## config.mk

```make
export PLATFORM = sky130hd
export DESIGN_NAME = tap_vector_encoder_flat
export DESIGN_NICKNAME = d
export VERILOG_FILES = /design/src/rtl/tap_vector_encoder_if.sv /design/src/rtl/tap_vector_encoder.sv /design/src/flat_wrapper.sv
export SDC_FILE = /design/constraint.sdc
export NUM_CORES = 1
export LEC_CHECK = 0
export CORE_ASPECT_RATIO = 0.7
export CORE_MARGIN = 2
export CORE_UTILIZATION = 54
export DETAILED_ROUTE_END_ITERATION = 8
export PLACE_DENSITY = 0.77
export SLEW_MARGIN = 0
export SYNTH_ARGS = -nofsm -noshare
export SYNTH_HDL_FRONTEND = slang
export SYNTH_SLANG_ARGS = --single-unit
```

## constraint.sdc

```tcl
create_clock -name clk -period 10.8 [get_ports clk]
set_input_delay 1.08 -clock clk [delete_from_list [all_inputs] [get_ports clk]]
set_output_delay 1.08 -clock clk [all_outputs]
set_load 0.005 [all_outputs]
```

## src/rtl/tap_vector_encoder_if.sv

```systemverilog
// Tap-vector encoder bus: tracking enable and raw tap vector in, locked code and status out.
interface tap_vector_encoder_if;
  logic        en;
  logic [15:0] T_in;
  logic [3:0]  Q;
  logic        q_valid;
  logic        q_locked;
  logic        err;
  logic [7:0]  err_count;

  modport master (output en, T_in, input Q, q_valid, q_locked, err, err_count);
  modport slave  (input en, T_in, output Q, q_valid, q_locked, err, err_count);
endinterface

```

## src/rtl/tap_vector_encoder.sv

```systemverilog
// Encodes a one-hot delay-line tap vector back to the 4-bit tap code, with
// synchronization, illegal-pattern rejection and debounced lock tracking.
module tap_vector_encoder #(
  parameter int SYNC_STAGES = 2,
  parameter int STABLE_CNT  = 4,
  parameter int ERR_LIMIT   = 3
) (
  input logic                 clk,
  input logic                 rst,
  tap_vector_encoder_if.slave bus_if
);
  localparam int CW = $clog2(STABLE_CNT + 1);
  localparam int EW = $clog2(ERR_LIMIT + 1);
  localparam logic [CW-1:0] CNT_MAX = CW'(STABLE_CNT);
  localparam logic [EW-1:0] ERR_MAX = EW'(ERR_LIMIT);

  typedef enum logic [1:0] {IDLE, ACQUIRE, LOCKED} state_e;

  logic [SYNC_STAGES-1:0][15:0] sync_q;
  logic [15:0]   s;
  logic [3:0]    code;
  logic          legal;

  state_e        state_q, state_d;
  logic [3:0]    cand_q, cand_d, q_q, q_d;
  logic [CW-1:0] cnt_q, cnt_d, ncnt;
  logic [EW-1:0] ecnt_q, ecnt_d;
  logic          qv_q, qv_d, err_q, err_d;
  logic [7:0]    ecount_q, ecount_d;

  always_ff @(posedge clk or posedge rst) begin
    if (rst) sync_q <= '0;
    else begin
      sync_q[0] <= bus_if.T_in;
      for (int i = 1; i < SYNC_STAGES; i++) sync_q[i] <= sync_q[i-1];
    end
  end
  assign s = sync_q[SYNC_STAGES-1];

  // Same map as the decoder: no tap = code 0, tap k = code k+1, tap 15 unused.
  always_comb begin
    code  = '0;
    legal = 1'b0;
    if (s == '0) legal = 1'b1;
    else if ($onehot(s) && !s[15]) begin
      legal = 1'b1;
      for (int k = 0; k < 15; k++) if (s[k]) code = 4'(k + 1);
    end
  end

  always_ff @(posedge clk or posedge rst) begin
    if (rst) begin
      state_q  <= IDLE;
      cand_q   <= '0;
      cnt_q    <= '0;
      ecnt_q   <= '0;
      q_q      <= '0;
      qv_q     <= 1'b0;
      err_q    <= 1'b0;
      ecount_q <= '0;
    end else begin
      state_q  <= state_d;
      cand_q   <= cand_d;
      cnt_q    <= cnt_d;
      ecnt_q   <= ecnt_d;
      q_q      <= q_d;
      qv_q     <= qv_d;
      err_q    <= err_d;
      ecount_q <= ecount_d;
    end
  end

  always_comb begin
    state_d  = state_q;
    cand_d   = cand_q;
    cnt_d    = cnt_q;
    ecnt_d   = ecnt_q;
    q_d      = q_q;
    qv_d     = 1'b0;
    err_d    = 1'b0;
    ecount_d = ecount_q;
    ncnt     = '0;
    // en low dominates: the observation on this edge is dropped.
    if (!bus_if.en) begin
      state_d = IDLE;
      cnt_d   = '0;
      ecnt_d  = '0;
    end else if (state_q == IDLE) begin
      state_d  = ACQUIRE;
      ecount_d = '0;
    end else if (!legal) begin
      err_d  = 1'b1;
      cnt_d  = '0;
      if (ecount_q != 8'hFF) ecount_d = ecount_q + 8'd1;
      ecnt_d = (ecnt_q == ERR_MAX) ? ecnt_q : ecnt_q + 1'b1;
      if (state_q == LOCKED && ecnt_d == ERR_MAX) state_d = ACQUIRE;
    end else begin
      ecnt_d = '0;
      if (code == cand_q && cnt_q != '0)
        ncnt = (cnt_q == CNT_MAX) ? cnt_q : cnt_q + 1'b1;
      else
        ncnt = CW'(1);
      cand_d = code;
      cnt_d  = ncnt;
      // A steady code already presented while locked must not re-pulse q_valid.
      if (ncnt == CNT_MAX && (code != q_q || state_q == ACQUIRE)) begin
        q_d     = code;
        qv_d    = 1'b1;
        state_d = LOCKED;
      end
    end
  end

  always_comb begin
    bus_if.Q         = q_q;
    bus_if.q_valid   = qv_q;
    bus_if.q_locked  = (state_q == LOCKED);
    bus_if.err       = err_q;
    bus_if.err_count = ecount_q;
  end
endmodule

```

## src/flat_wrapper.sv

```systemverilog
// flat-port wrapper written by rule: the top's interface ports become plain ports
module tap_vector_encoder_flat 
#(
  parameter int SYNC_STAGES = 2,
  parameter int STABLE_CNT  = 4,
  parameter int ERR_LIMIT   = 3
)
  (clk, rst, bus_if_en, bus_if_T_in, bus_if_Q, bus_if_q_valid, bus_if_q_locked, bus_if_err, bus_if_err_count);
  tap_vector_encoder_if bus_if_i ();
  input logic clk;
  input logic rst;
  input wire logic [$bits(bus_if_i.en)-1:0] bus_if_en;
  input wire logic [$bits(bus_if_i.T_in)-1:0] bus_if_T_in;
  output wire logic [$bits(bus_if_i.Q)-1:0] bus_if_Q;
  output wire logic [$bits(bus_if_i.q_valid)-1:0] bus_if_q_valid;
  output wire logic [$bits(bus_if_i.q_locked)-1:0] bus_if_q_locked;
  output wire logic [$bits(bus_if_i.err)-1:0] bus_if_err;
  output wire logic [$bits(bus_if_i.err_count)-1:0] bus_if_err_count;
  assign bus_if_i.en = bus_if_en;
  assign bus_if_i.T_in = bus_if_T_in;
  assign bus_if_Q = bus_if_i.Q;
  assign bus_if_q_valid = bus_if_i.q_valid;
  assign bus_if_q_locked = bus_if_i.q_locked;
  assign bus_if_err = bus_if_i.err;
  assign bus_if_err_count = bus_if_i.err_count;
  tap_vector_encoder #(.SYNC_STAGES(SYNC_STAGES), .STABLE_CNT(STABLE_CNT), .ERR_LIMIT(ERR_LIMIT)) u_core (.clk(clk), .rst(rst), .bus_if(bus_if_i));
endmodule
```

==> results of run 1 <==
## critical path, cell delays in order, from the launching register on
cell and delay [ns]:
dfrtp_1 0.44, inv_1 0.08, ha_1 0.30, inv_1 0.06
fa_1 0.41, fa_1 0.50, fa_1 0.56, inv_1 0.06
fa_1 0.48, ha_1 0.24, fa_1 0.43, nor2_1 0.16
o211ai_1 0.18, or2_2 0.38, nor3_1 0.19, and4bb_4 0.28
a2111oi_4 0.58, mux2_4 0.34
## cell usage after synthesis, types with 3 or more instances
cell type,instances
mux2i_1,3
dfrtp_1,57
clkbuf_1,3
a21oi_1,4
a211oi_1,4
or2_2,3
nor3_1,8
o211ai_1,3
ha_1,25
nand2b_1,6
o21ai_0,16
nor2_1,20
nand4_1,3
nand2_1,13
inv_1,45
xnor2_1,6
fa_1,11
nor4_1,7
nand3_1,4
nor2b_1,4
## layer usage
layer  up-vias  GRT usage  part of all wire
met2        49     0.2991              0.41
met5         -          0                 0
met3         2    0.06561             0.049
met1       998     0.3013              0.53
met4         0    0.06522            0.0035
li1       1059          -                 -
## cells by family (layout without fill, tap and decap cells)
kind of cell / after synthesis / in the layout / share of synthesized area
xor+xnor: 6 / 6 / 0.01710
flops: 57 / 57 / 0.4642
mux: 5 / 5 / 0.01832
buf+inv: 49 / 95 / 0.06230
fa+ha+maj: 36 / 36 / 0.1735
compound gates: 48 / 48 / 0.1165
simple gates: 83 / 83 / 0.1482
## where the power goes
part           internal, W  switching (W)  total, W
Clock             0.000111      0.0000915  0.000203
Combinational    0.0000844       0.000110  0.000195
Sequential        0.000230      0.0000170  0.000247
Total             0.000426       0.000219  0.000644
## path summary, 6_finish.rpt
check	start	endpoint	slack, ns	depth (start not counted)
worst max-delay path	u_core.s[3]	u_core.bus_if.Q[1]	5.02	17
worst min-delay path	u_core.sync_q[8]	u_core.s[8]	0.35	0
worst max register to register	u_core.s[3]	u_core.bus_if.Q[1]	5.02	17
worst min register to register	u_core.sync_q[8]	u_core.s[8]	0.35	0
max in group asynchronous	rst	u_core.bus_if.err	9.11	3
min in group asynchronous	rst	u_core.cnt_q[2]	1.25	3
## flip-flops by register name (all words and copies together) (netlist names)
name                     count
u_core.cnt_q                 3
u_core.s                    16
u_core.bus_if.err_count      8
u_core.cand_q                4
u_core.bus_if.Q              4
u_core.sync_q               16
u_core.state_q               2
u_core.ecnt_q                2
u_core.bus_if.err            1
u_core.bus_if.q_valid        1
## final cells by class
class	instances	area [sq um]
Clock buffer	9	123.9
Multi-Input combinational cell	178	1455
Fill cell	405	1680
Inverter	45	168.9
Clock inverter	7	85.08
Timing Repair Buffer	34	337.8
Sequential cell	57	1426
Tap cell	72	90.09
## metrics by stage
step | instance area, sq um | setup slack (ns) | hold slack, ns | cells
final | 3687 | 5.020 | 0.3509 | 402
after global routing | 3687 | 4.724 | 0.3610 | 402
after CTS | 3687 | 5.005 | 0.3525 | 402
after detailed placement | 3478 | 5.020 | 0.3355 | 386
after global placement | 3478 | 5.236 | 0.3327 | 386
after floorplan | 3073 | 5.410 | 0.3312 | 284
==> impl_metrics.toml, run 1 <==
[route]
wirelength_um = 5680
antenna_left = 0
drc_errors = 0
wl_per_cell_um = 14.13
first_pass_iters = 5
drt_iter0_markers = 99
viasPerCell = 5.244
vias = 2108

[synth]
ys_seq_area_frac = 0.4642
postSynthCellCount = 284
async_flop_share = 1.000
yosys-top-cells-area = "dfrtp_1 46%, ha_1 10%, fa_1 7.2%"
yosysTopAreaCellShare = 0.4642
synth_area_leader_cell = "dfrtp_1"
synth-seq-cells = 57
syn_nets = 339
syn_avg_cell_area_sq_um = 10.82
synth_warnings = 0
mappedNetlistArea_sq_um = 3073
synth_enable_flop_cells = 0
synthFlopType = "dfrtp_1"
ys_types = 51

[setup_path]
cp_max_fo = 7
end_kind = "register"
arrival_ns = 6.00
cp-start-kind = "register"
criticalPathCategory = "reg2reg"
cp.required_ns = 11.02

[floorplanning]
core_area_sq_um = 5368
start_util = 0.5725
die_w_um = 94.17
rows = 22
die_area_sq_um = 6320
io_pins = 34
die_h_um = 67.12

[clocking]
cts_sinks = 57
cts_setup_buffers = 0
cts_buffers = 9
cts_resized = 0
clk_latency_ns = 0.33
cts_tree = "built"
clockBufferDepth = 2
root_buffer = "clkbuf_8"
htree_levels = 3
holdBufCountCts = 0
clkTransAtPathRegs_ns = 0.07

[sta]
fin_tns_setup_ns = 0
final.setup_skew_ns = 0.01095
setup_viol = 0
rsz0062_at_grt = "false"
fin_crit_sh = 0.5352
period_needed_ns = 5.780
slew_headroom = 0.4859
worst_slew_pin_slew_ns = 0.7641
finalMaxSlewViolations = 0
clock.fmax_mhz = 173.0
hold_viol_final = 0

[power]
p_leak_nw = 1.679
power.total_w = 0.0006444
power_density_nw_per_um2 = 174.8
peakVddDrop_mv = 0.1132

[run]
cap_violations = 0

[final_layout]
layout_commonest_cell = "dfrtp_1"
layout.nets = 380
area_growth_pct = 19.99
final_util = 0.6869
antenna_cells = 0
drive_gt1_frac = 0.08788
final_cell_mix = "57 x dfrtp_1, 44 x inv_1, 33 x clkdlybuf4s50_1"

[placed_design]
hpwl_um = 4317
port-buffer-count = 33
gp_congestion = 0.8721

[global_routing]
first_global_vias = 2049
grt_util_all_layers = 0.2076
grt_antenna_before_repair = 0
grt_pass1_wl_um = 9584
grt_max_degree = 58
grt_overflow = 0

[run_status]
status = "finished, final reports clean"

[hold_path]
holdCritPathClass = "reg2reg"
No activity file was read; power rests on OpenSTA's default activity.
==> inputs of run 2 (changes only) <==
- CORE_UTILIZATION: 54 -> 51
- PLACE_DENSITY: 0.77 -> 0.76
- clock period: 10.8 -> 4.9 ns (I/O delays scaled with it)
==> impl_metrics.toml, run 2 (synthesis gave the netlist of run 1 again) <==
[global_routing]
first_global_vias = 2284
grt_antenna_before_repair = 0
grt_pass1_wl_um = 10890
grt_overflow = 0
grt_max_degree = 58
grt_util_all_layers = 0.2141

[final_layout]
n_fill_cell = 351
final_cell_mix = "57 x dfrtp_1, 35 x buf_4, 34 x inv_1"
drive_gt1_frac = 0.3181
final_area_sq_um = 4288
layout.nets = 421
multiInputGateArea_sq_um = 1730
antenna_cells = 0
regArea_sq_um = 1426
layout_commonest_cell = "dfrtp_1"
area_growth_pct = 39.54

[route]
viasPerCell = 5.424
vias = 2419
first_pass_iters = 4
wirelength_um = 7388
antenna_left = 0
drt_iter0_markers = 230
wl_per_cell_um = 16.57
drc_errors = 0

[setup_path]
cp.required_ns = 5.14
end_kind = "register"
cp-start-kind = "register"
cp_max_fo = 7
criticalPathCategory = "reg2reg"
arrival_ns = 5.67

[placed_design]
gp_congestion = 0.8806
hpwl_um = 4747
dpl-instance-area_sq_um = 3685
port-buffer-count = 33
pre_cts_slack_ns = -0.3809

[floorplanning]
die_h_um = 68.95
start_util = 0.5313
core_area_sq_um = 5784
die_area_sq_um = 6672
io_pins = 34
die_w_um = 96.78
rows = 23

[sta]
slew_headroom = 0.2292
hold_viol_final = 0
fin_crit_sh = 1.108
finalWorstSetupSlack_ns = -0.5311
setup_viol = 17
period_needed_ns = 5.431
fin_tns_setup_ns = -3.910
worst_slew_pin_slew_ns = 1.148
clock.fmax_mhz = 184.1
rsz0062_at_grt = "true"
finalMaxSlewViolations = 0
final.setup_skew_ns = 0.007181

[clocking]
cts_sinks = 57
root_buffer = "clkbuf_8"
cts_buffers = 9
clk_latency_ns = 0.35
clkTransAtPathRegs_ns = 0.07
cts_tree = "built"
htree_levels = 3
clockBufferDepth = 2

[run_status]
violations = "negative setup slack"
status = "finished with violations"

[power]
peakVddDrop_mv = 0.2383
power_density_nw_per_um2 = 425.4
power.total_w = 0.001824
p_leak_nw = 1.928

[run]
cap_violations = 0

[hold_path]
holdCritPathClass = "reg2reg"
==> run 2: report_power, final <==
group,leakage (nW),internal (W),switching (W)
Clock,0.0888,0.000192,0.000217
Sequential,0.699,0.000507,0.0000390
Combinational,1.14,0.000456,0.000412
==> run 2: final cells by class <==
type | count | area share
well taps | 75 | 0.02189
repair buffers | 75 | 0.1593
clock inverters | 7 | 0.01430
inverters | 45 | 0.03939
flip-flops and latches | 57 | 0.3327
clock buffers | 9 | 0.02889
multi-input cells | 178 | 0.4036
==> run 2: stage by stage <==
stage	hold slack, ns	utilization	instances
global placement	0.3334	0.6370	409
floorplan	0.3312	-	284
CTS	0.3473	0.7006	435
finish	0.3450	0.7413	446
detailed placement	0.3347	0.6370	409
global route	0.3526	0.7413	446
==> run 2: timing repair <==
item	4_1_cts	5_1_grt
endpoints found under the hold margin	0	0
endpoints found under the setup margin	10	19
pin swaps	9	17
buffers inserted	11	14
gates resized for setup	24	34
hold buffers	0	0
==> run 2: critical path, cell delays in order, from the launching register on <==
cell and delay, ns:
dfrtp_1 0.39, ha_1 0.18, inv_1 0.06, fa_1 0.51
fa_1 0.53, fa_1 0.51, inv_1 0.05, fa_1 0.48
ha_2 0.20, fa_2 0.46, nor2_4 0.12, o211ai_1 0.15
or2_4 0.33, nor3_2 0.32, nor2_1 0.16, a2111oi_4 0.39
buf_4 0.18, mux2_4 0.28
==> run 2: path summary, 6_finish.rpt <==
check                            startpoint                 end  slack (ns)  cells after the start
max                            u_core.s[10]  u_core.bus_if.Q[1]       -0.53                     17
min                        u_core.sync_q[1]         u_core.s[1]        0.35                      0
max reg2reg                    u_core.s[10]  u_core.bus_if.Q[1]       -0.53                     17
min reg2reg                u_core.sync_q[1]         u_core.s[1]        0.35                      0
max in group asynchronous               rst    u_core.sync_q[0]        3.78                      3
min in group asynchronous               rst  u_core.bus_if.Q[0]        0.66                      3
==> run 2: per-layer routing <==
metal | up-vias | global-route usage | share of wire
met5 | - | 0 | 0
met4 | 0 | 0.07394 | 0.015
met3 | 14 | 0.06250 | 0.056
met2 | 89 | 0.3307 | 0.45
met1 | 1178 | 0.2942 | 0.47
li1 | 1138 | - | -
